--- src/rtl/ram_copy_engine.sv ---
// -----------------------------------------------------------------------------
// ram_copy_engine
//
// Moves a block of words from a source RAM (RAM_X) to a destination RAM
// (RAM_Y) at one word per clock. Three transfer kinds:
//   copy     : RAM_Y[dst+k] = RAM_X[src+k]
//   reverse  : RAM_Y[dst-k] = RAM_X[src-k]
//   fill     : RAM_Y[dst+k] = fill_value (RAM_X untouched)
// All address arithmetic wraps modulo 2^ADDR_WIDTH.
//
// RAM_X has a one-cycle read latency, so a copy spends one PRIME cycle
// issuing the first read, STREAM cycles that overlap read k+1 with write k,
// and a DRAIN cycle for the final write. A fill has no read latency and
// writes from the first cycle.
//
// Ports
//   clk, rst_n                 clock, asynchronous active-low reset
//   start, mode                launch a transfer (sampled only when idle)
//   src_base, dst_base         first source / destination address
//   length                     word count (0 = no-op, 2^ADDR_WIDTH = whole RAM)
//   fill_value                 word written in fill mode
//   abort                      terminate the active transfer
//   RAM_X_*                    source RAM port (read only)
//   RAM_Y_*                    destination RAM port (write only)
//   busy                       transfer in progress
//   done / aborted             one-cycle completion pulses
// -----------------------------------------------------------------------------
module ram_copy_engine #(
  parameter int ADDR_WIDTH = 9,
  parameter int DATA_WIDTH = 32
) (
  input  logic                    clk,
  input  logic                    rst_n,
  input  logic                    start,
  input  logic [1:0]              mode,
  input  logic [ADDR_WIDTH-1:0]   src_base,
  input  logic [ADDR_WIDTH-1:0]   dst_base,
  input  logic [ADDR_WIDTH:0]     length,
  input  logic [DATA_WIDTH-1:0]   fill_value,
  input  logic                    abort,
  input  logic [DATA_WIDTH-1:0]   RAM_X_Do,
  output logic                    RAM_X_EN,
  output logic [ADDR_WIDTH-1:0]   RAM_X_A,
  output logic [DATA_WIDTH/8-1:0] RAM_X_WE,
  output logic                    RAM_Y_EN,
  output logic [ADDR_WIDTH-1:0]   RAM_Y_A,
  output logic [DATA_WIDTH/8-1:0] RAM_Y_WE,
  output logic [DATA_WIDTH-1:0]   RAM_Y_Di,
  output logic                    busy,
  output logic                    done,
  output logic                    aborted
);

  localparam int WE_W = DATA_WIDTH / 8;
  localparam logic [ADDR_WIDTH:0] LEN_ONE = {{ADDR_WIDTH{1'b0}}, 1'b1};

  typedef enum logic [1:0] {
    IDLE   = 2'd0,
    PRIME  = 2'd1,
    STREAM = 2'd2,
    DRAIN  = 2'd3
  } state_t;

  // Registered state; the RAM port outputs are driven straight from these.
  state_t                  r_state;
  logic                    r_rev;
  logic                    r_fill;
  logic [DATA_WIDTH-1:0]   r_fill_value;
  logic                    r_x_en;
  logic [ADDR_WIDTH-1:0]   r_x_a;
  logic                    r_y_en;
  logic [ADDR_WIDTH-1:0]   r_y_a;
  logic [ADDR_WIDTH-1:0]   r_wr_ptr;   // address of the next write to issue
  logic [ADDR_WIDTH:0]     r_rem;      // issues still to come after this cycle
  logic                    r_done;
  logic                    r_aborted;

  state_t                  w_state_nxt;
  logic                    w_rev_nxt;
  logic                    w_fill_nxt;
  logic [DATA_WIDTH-1:0]   w_fill_value_nxt;
  logic                    w_x_en_nxt;
  logic [ADDR_WIDTH-1:0]   w_x_a_nxt;
  logic                    w_y_en_nxt;
  logic [ADDR_WIDTH-1:0]   w_y_a_nxt;
  logic [ADDR_WIDTH-1:0]   w_wr_ptr_nxt;
  logic [ADDR_WIDTH:0]     w_rem_nxt;
  logic                    w_done_nxt;
  logic                    w_aborted_nxt;

  // Direction-aware address steps; fill never sets r_rev.
  logic [ADDR_WIDTH-1:0]   w_x_a_step;
  logic [ADDR_WIDTH-1:0]   w_wr_ptr_step;

  assign w_x_a_step    = r_rev ? r_x_a - 1'b1    : r_x_a + 1'b1;
  assign w_wr_ptr_step = r_rev ? r_wr_ptr - 1'b1 : r_wr_ptr + 1'b1;

  always_comb begin
    // NOTE: every signal gets a default first so no path leaves one
    // unassigned; an unassigned path would infer a latch.
    w_state_nxt      = r_state;
    w_rev_nxt        = r_rev;
    w_fill_nxt       = r_fill;
    w_fill_value_nxt = r_fill_value;
    w_x_en_nxt       = 1'b0;
    w_x_a_nxt        = r_x_a;
    w_y_en_nxt       = 1'b0;
    w_y_a_nxt        = r_y_a;
    w_wr_ptr_nxt     = r_wr_ptr;
    w_rem_nxt        = r_rem;
    w_done_nxt       = 1'b0;
    w_aborted_nxt    = 1'b0;

    unique case (r_state)
      IDLE: begin
        if (start) begin
          // Latch everything the transfer needs so later input changes
          // cannot disturb it.
          w_rev_nxt        = (mode == 2'b01);
          w_fill_nxt       = (mode == 2'b10);
          w_fill_value_nxt = fill_value;
          if (length == '0) begin
            w_done_nxt = 1'b1;
          end else if (mode == 2'b10) begin
            // Fill: first write goes out immediately, no read latency.
            w_y_en_nxt   = 1'b1;
            w_y_a_nxt    = dst_base;
            w_wr_ptr_nxt = dst_base + 1'b1;
            w_rem_nxt    = length - 1'b1;
            w_state_nxt  = (length == LEN_ONE) ? DRAIN : STREAM;
          end else begin
            // Copy / reverse (mode 11 behaves as copy): issue read 0.
            w_x_en_nxt   = 1'b1;
            w_x_a_nxt    = src_base;
            w_wr_ptr_nxt = dst_base;
            w_rem_nxt    = length - 1'b1;
            w_state_nxt  = PRIME;
          end
        end
      end

      PRIME, STREAM: begin
        // Both kinds write in the next cycle: a fill always, a copy because
        // the read issued this cycle returns data next cycle.
        w_y_en_nxt   = 1'b1;
        w_y_a_nxt    = r_wr_ptr;
        w_wr_ptr_nxt = w_wr_ptr_step;
        if (r_fill) begin
          w_rem_nxt   = r_rem - 1'b1;
          w_state_nxt = (r_rem == LEN_ONE) ? DRAIN : STREAM;
        end else if (r_rem != '0) begin
          w_x_en_nxt  = 1'b1;
          w_x_a_nxt   = w_x_a_step;
          w_rem_nxt   = r_rem - 1'b1;
          w_state_nxt = STREAM;
        end else begin
          w_state_nxt = DRAIN;
        end
      end

      DRAIN: begin
        w_state_nxt = IDLE;
        w_done_nxt  = 1'b1;
      end

      default: w_state_nxt = IDLE;
    endcase

    // Abort overrides whatever was planned for the next cycle; the access
    // presented in the current cycle still completes at this edge.
    if (r_state != IDLE && abort) begin
      w_state_nxt   = IDLE;
      w_x_en_nxt    = 1'b0;
      w_y_en_nxt    = 1'b0;
      w_done_nxt    = 1'b0;
      w_aborted_nxt = 1'b1;
    end
  end

  // NOTE: sequential state uses non-blocking assignments so every register
  // samples pre-edge values, independent of statement order.
  always_ff @(posedge clk or negedge rst_n) begin
    if (!rst_n) begin
      r_state      <= IDLE;
      r_rev        <= 1'b0;
      r_fill       <= 1'b0;
      r_fill_value <= '0;
      r_x_en       <= 1'b0;
      r_x_a        <= '0;
      r_y_en       <= 1'b0;
      r_y_a        <= '0;
      r_wr_ptr     <= '0;
      r_rem        <= '0;
      r_done       <= 1'b0;
      r_aborted    <= 1'b0;
    end else begin
      r_state      <= w_state_nxt;
      r_rev        <= w_rev_nxt;
      r_fill       <= w_fill_nxt;
      r_fill_value <= w_fill_value_nxt;
      r_x_en       <= w_x_en_nxt;
      r_x_a        <= w_x_a_nxt;
      r_y_en       <= w_y_en_nxt;
      r_y_a        <= w_y_a_nxt;
      r_wr_ptr     <= w_wr_ptr_nxt;
      r_rem        <= w_rem_nxt;
      r_done       <= w_done_nxt;
      r_aborted    <= w_aborted_nxt;
    end
  end

  assign RAM_X_EN = r_x_en;
  assign RAM_X_A  = r_x_a;
  assign RAM_X_WE = '0;
  assign RAM_Y_EN = r_y_en;
  assign RAM_Y_A  = r_y_a;
  assign RAM_Y_WE = {WE_W{r_y_en}};
  // Copy data flows straight from the RAM_X read port into the write port;
  // the bus is held at zero whenever no write is presented.
  assign RAM_Y_Di = r_y_en ? (r_fill ? r_fill_value : RAM_X_Do) : '0;
  assign busy     = (r_state != IDLE);
  assign done     = r_done;
  assign aborted  = r_aborted;

endmodule

--- config.mk ---
export PLATFORM = sky130hd
export DESIGN_NAME = ram_copy_engine
export DESIGN_NICKNAME = d
export VERILOG_FILES = /design/src/rtl/ram_copy_engine.sv
export SDC_FILE = /design/constraint.sdc
export NUM_CORES = 1
export LEC_CHECK = 0
export CORE_UTILIZATION = 51
export DETAILED_ROUTE_END_ITERATION = 8
export PLACE_DENSITY = 0.87
export SYNTH_ARGS = -nofsm -noshare
export SYNTH_HDL_FRONTEND = slang
export SYNTH_SLANG_ARGS = --single-unit
--- constraint.sdc ---
create_clock -name clk -period 6.6 [get_ports clk]
set_input_delay 0.66 -clock clk [delete_from_list [all_inputs] [get_ports clk]]
set_output_delay 0.66 -clock clk [all_outputs]
set_load 0.01 [all_outputs]
Yosys cells after proc, flatten, opt, wreduce, memory -nomap -nowiden
Index checks and enable logic that the tools add are counted.

operators by class
  $add $sub $neg = 7
  equality and inequality tests = 16
  multiplexer cells = 49
  reduce and logical (&&, ||, !) cells = 13

operators by type and width
  kind                                                  number
  two-way mux 9 bit                                     13
  two-way mux 32 bit                                    2
  one-hot mux 9 bit (2 select lines)                    3
  two-way mux 10 bit                                    4
  adder 9 x 1 -> 9 bit, second input constant           3
  equality test 10 x 1 -> 1 bit, second input constant  2
  one-hot mux 10 bit (2 select lines)                   1
  subtractor 10 x 1 -> 10 bit, second input constant    2
  two-way mux 1 bit                                     18
  subtractor 9 x 1 -> 9 bit, second input constant      2
  != test 2 bit, second input constant                  6
  zero test 10 bit                                      1
  nonzero test 10 bit                                   1
  != test 3 bit, second input constant                  3
  two-way mux 2 bit                                     4
  AND reduction 4 bit                                   2
  equality test 2 bit, second input constant            3
  one-hot mux 1 bit (2 select lines)                    3
  one-hot mux 2 bit (3 select lines)                    1
  AND reduction 6 bit                                   1
  equality test 2 x 1 -> 1 bit, second input constant   2
  AND reduction 2 bit                                   2
  nonzero test 2 bit                                    2
  AND reduction 3 bit                                   1
  other kinds (3)                                       3

word-level totals
  flip-flop bits (word level) = 77
  input port bits = 98
  output and inout bits = 63
  word-level logic and storage cells = 97

Depth between registers and ports, before layout
  depth in word-level cells = 7
  gate-level depth with buffers = 10

Least setup slack after synthesis
OpenSTA, ideal clock, no wires.

  path kind = register to register
  start = register r_rev
  end = register r_wr_ptr[8]
  data arrival time = 2156 ps
  required time = 6475 ps
  setup slack = 4319 ps
  stages on the path, launching flop included = 9
  path buffers = 0
  period minus slack after synthesis = 2281 ps
  cell sequence = dfrtp_1 -> inv_1 -> fa_1 -> nor2b_1 -> o2111ai_1 -> and3_1 -> nor3_1 -> a21boi_0 -> nor3_1

on the way
  word-level cells in the longest chain between the ends = 2

ends and longest elaborated chain
  item                                RTL line  source
  from (decl)                         66        logic r_rev;
  from (signal assigned)              198       r_rev <= w_rev_nxt;
  two-way mux 9 bit                   96        assign w_wr_ptr_step = r_rev ? r_wr_ptr - 1'b1 : r_wr_ptr + 1'b1;
  one-hot mux 9 bit (2 select lines)  114       unique case (r_state)
  to (signal assigned)                205       r_wr_ptr <= w_wr_ptr_nxt;
  to (decl)                           73        logic [ADDR_WIDTH-1:0] r_wr_ptr;

Every way passes these cells.
A chain may end at the register's enable or synchronous reset.

Worst setup path in the final report
  start = register r_state[1]
  end = register r_y_a[8] (netlist: RAM_Y_A[8])

on the way
  word-level cells in the longest chain between the ends = 4

ends and longest elaborated chain
  item                                                                 RTL line  source
  from (decl)                                                          65        state_t r_state;
  from (signal assigned)                                               197       r_state <= w_state_nxt;
  equality test 2 x 1 -> 1 bit or equality test 2 bit (tied branches)  114
  OR reduction 2 bit                                                   114
  nonzero test 2 bit (no source line)                                  --
  AND reduction 4 bit (no source line)                                 --
  to (signal assigned)                                                 204       r_y_a <= w_y_a_nxt;
  to (decl)                                                            72        logic [ADDR_WIDTH-1:0] r_y_a;

Several ways; a longest one is shown, not always the timed one.

==> out/results.txt <==
setup repair after global routing missed its margin: no
Clk pin slew, worst setup/hold paths: 0.08 ns
number of warnings printed during yosys synthesis: 0
placeable core region: 9774 um2
type of the tightest min-delay check: in2async
post-detailed-route DRC marker count: 0
shortest period the worst path allows: 3.037 ns
DR pass1 iterations: 4
cell with the largest stage delay on the worst path: sky130_fd_sc_hd__a21oi_2
Post-CTS Resized: 0
Root Buffer Master: sky130_fd_sc_hd__clkbuf_8
worst r2r src: r_state[1]$_DFFE_PN0P_
Finish-stage setup viols: 0
number of antenna violations at the first check in global routing: 0
R2R cell count: 8
die outline width: 102.6 um
vias in the first global route: 4359
crit path launch type: flop
overflow left after global routing: 0
adder-cell share of the synthesized area: 6.599%
number of sinks driven by the clock tree: 77
most frequently used cell type in the post-synthesis netlist: sky130_fd_sc_hd__dfrtp_1
instance count of the mapped netlist: 534
total number of vias: 4435
layout overhead on the synthesized area: 35.78%
proportion of synthesized flip-flops having asynchronous set or reset: 100.0%
count of port buffers added during placement: 156
count of H-tree levels built during CTS: 3
CP delay by family, top: compound AO/OA/AOI/OAI gates
Pwr Density: 460.6 nW/um2
compound-gate portion of the synthesized area: 12.08%
primary flip-flop cell chosen by synthesis mapping: sky130_fd_sc_hd__dfrtp_1
most area-hungry cell type in the Yosys netlist: sky130_fd_sc_hd__dfrtp_1
CP bufs+invs: 2
leading post-synthesis cells by instance count: 77 x sky130_fd_sc_hd__dfrtp_1, 50 x sky130_fd_sc_hd__mux2i_1, 40 x sky130_fd_sc_hd__nor2b_1
endpoint type of the worst setup path: flop
fmax: 329.3 MHz
sequential area share after synthesis: 37.36%
post-synth top area share: 37.36%
I/O Pins: 161
cells traversed along the worst timing path: inv_1, ha_2, buf_4, nor2b_1, nor2_2, a21oi_2, nor2_1, a21oi_1
slew at the pin closest to its max-slew limit: 1.045 ns
Total Power: 3.226 mW
capturing point of the worst reg2reg path: RAM_Y_A[8]$_DFFE_PN0P_
Filler Cell Count: 731
largest net degree at the start of global routing: 78
Worst Path Max Fanout: 46
Net count, final: 798
Post-Syn Area per Cell: 9.658 um2
pins over their slew limit: 0
worst setup slack for register-to-register paths: 3.56 ns
Setup TNS Final: 0 ns
main combinational cell family by area after synthesis: simple AND/OR/NAND/NOR gates
CP Data Arrival Time: 3.29 ns
most area-consuming cells after synthesis: sky130_fd_sc_hd__dfrtp_1 37%, sky130_fd_sc_hd__mux2i_1 9.7%, sky130_fd_sc_hd__mux2_2 7.4%, sky130_fd_sc_hd__ha_1 5.8%, sky130_fd_sc_hd__nor2b_1 4.9%
Distinct cells, synth: 50
mux contribution to synthesized area: 17.13%
die area: 10520 um2
Max Cap Violations: 0
site row count: 36
number of inserted diodes: 0
post-synthesis share of cell area spent on xor and xnor gates: 4.585%
fraction of layout instances using a drive strength above 1: 9.292%
LEAKAGE: 2.862 nW
quantity of hold-fixing buffers added after cts: 0
final estimated routing congestion in global placement: 0.8971
synthesized area: 5157 um2
Post-synth EDFFs: 0
synthesized flop and latch total: 77
CTS tree: done
Worst Setup Path Type: reg2reg
peak per-stage delay on the critical path: 0.65 ns
outcome: complete, no violations
global-route wire length before repair: 20280 um
vertical die dimension: 102.6 um
fraction of the cycle the final worst path needs: 46.01%
clock latency on the worst-skew pair: 0.34 ns
FF+latch area: 1928 um2
post-route ant nets: 0
Required @ worst endpoint: 6.86 ns
Max IR drop VDD: 0.2283 mV
setup clock skew after layout: 0.01329 ns
half-perimeter wire length of the detailed placement result: 9625 um
Global Route Usage Sum: 24.67%
setup repair bufs after CTS: 0
number of CTS-inserted buffers: 9
average routed wire per standard cell: 15.93 um
share of synthesized cell area in and, or, nand and nor gates: 17.78%
total detailed-routing wirelength: 12920 um
final hold violation count: 0
starting utilization of the core area: 52.76%
number of vias per cell: 5.469
area occupied by multi-input gates: 3018 um2
logic depth of the worst setup path including buffers: 8
Max Buffers Root-to-Sink: 2
Relative slew margins: 30.33%
violation count after the first detailed-routing iteration: 218
==> cell usage in the layout, fill, tap and decap left out, drive strengths merged, types with 17 or more instances in the layout <==
cell	netlist	final
mux2	34	34
nor2	35	35
ha	24	24
inv	17	18
nor2b	40	40
a21oi	31	31
clkdlybuf4s50	0	155
o21ai	28	28
mux2i	50	50
xnor2	17	17
dfrtp	77	77
nand2	33	33
==> layout make-up <==
type | instances | area share [%]
Clock inverter | 5 | 1.537
Clock buffer | 10 | 1.965
Inverter | 17 | 0.9112
Timing Repair Buffer | 159 | 22.58
Sequential cell | 77 | 27.53
Multi-Input combinational cell | 410 | 43.09
Tap cell | 133 | 2.376
==> registers in the layout, summed over array words and instances, names as in the netlist, 2 cells and up <==
| register | flops |
|---|---|
| RAM_X_A | 9 |
| RAM_Y_A | 9 |
| r_fill_value | 32 |
| r_rem | 10 |
| r_state | 2 |
| r_wr_ptr | 9 |
==> cells by family (layout without fill, tap and decap cells) <==
| logic type | count (synthesis) | count (layout) |
|---|---|---|
| AOI/OAI and AO/OA | 98 | 98 |
| xor gates and xnor gates | 27 | 27 |
| adders and majority gates | 26 | 26 |
| buffers and inverters | 50 | 191 |
| DFF | 77 | 77 |
| muxes | 84 | 84 |
| other | 1 | 4 |
| and+or+nand+nor | 171 | 171 |
==> layer usage <==
layer / vias up / track usage, % / wire length, um
met5: - / 0 / 0
met4: 0 / 7.912 / 178
met3: 17 / 5.220 / 1011
met2: 163 / 43.13 / 6399
met1: 2109 / 30.38 / 5333
li1: 2146 / - / -
==> power breakdown <==
group          leakage, nW  internal, mW  switching, mW
clock network        0.123         0.262          0.177
registers            0.905         0.711          0.259
logic                 1.83         0.948          0.870
total                 2.86          1.92           1.31
==> how the worst max path moves through the flow <==
stage	startpoint	to	slack (ns)
finish	r_state[1]$_DFFE_PN0P_	RAM_Y_A[8]$_DFFE_PN0P_	3.56
global route	r_state[0]$_DFFE_PN0P_	RAM_Y_A[8]$_DFFE_PN0P_	3.34
CTS	r_fill$_DFFE_PN0P_	RAM_Y_Di[19]	3.53
detailed placement	length[5]	RAM_X_A[7]$_DFFE_PN0P_	3.57
global placement	length[5]	RAM_X_A[7]$_DFFE_PN0P_	3.70
floorplan	r_rev$_DFFE_PN0P_	r_wr_ptr[8]$_DFFE_PN0P_	4.32
==> per-stage QoR <==
stage / util (%) / cells / worst slack (ns) / hold slack, ns / instance area (um2)
6_report: 71.65 / 811 / 3.563 / 0.4605 / 7003
5_1_grt: 71.65 / 811 / 3.338 / 0.5262 / 7003
4_1_cts: 71.65 / 811 / 3.528 / 0.5044 / 7003
3_5_place_dp: 69.14 / 796 / 3.568 / 0.4930 / 6758
3_3_place_gp: 69.14 / 796 / 3.696 / 0.4891 / 6758
2_1_floorplan: - / 537 / 4.319 / 0.3644 / 5169
==> worst reg2reg max path: stages (launching register included) <==
cell and delay, ns:
sky130_fd_sc_hd__dfrtp_1 0.41, sky130_fd_sc_hd__inv_1 0.06, sky130_fd_sc_hd__ha_2 0.55, sky130_fd_sc_hd__buf_4 0.50, sky130_fd_sc_hd__nor2b_1 0.38, sky130_fd_sc_hd__nor2_2 0.15
sky130_fd_sc_hd__a21oi_2 0.65, sky130_fd_sc_hd__nor2_1 0.09, sky130_fd_sc_hd__a21oi_1 0.16
No activity file was read; power rests on OpenSTA's default activity.
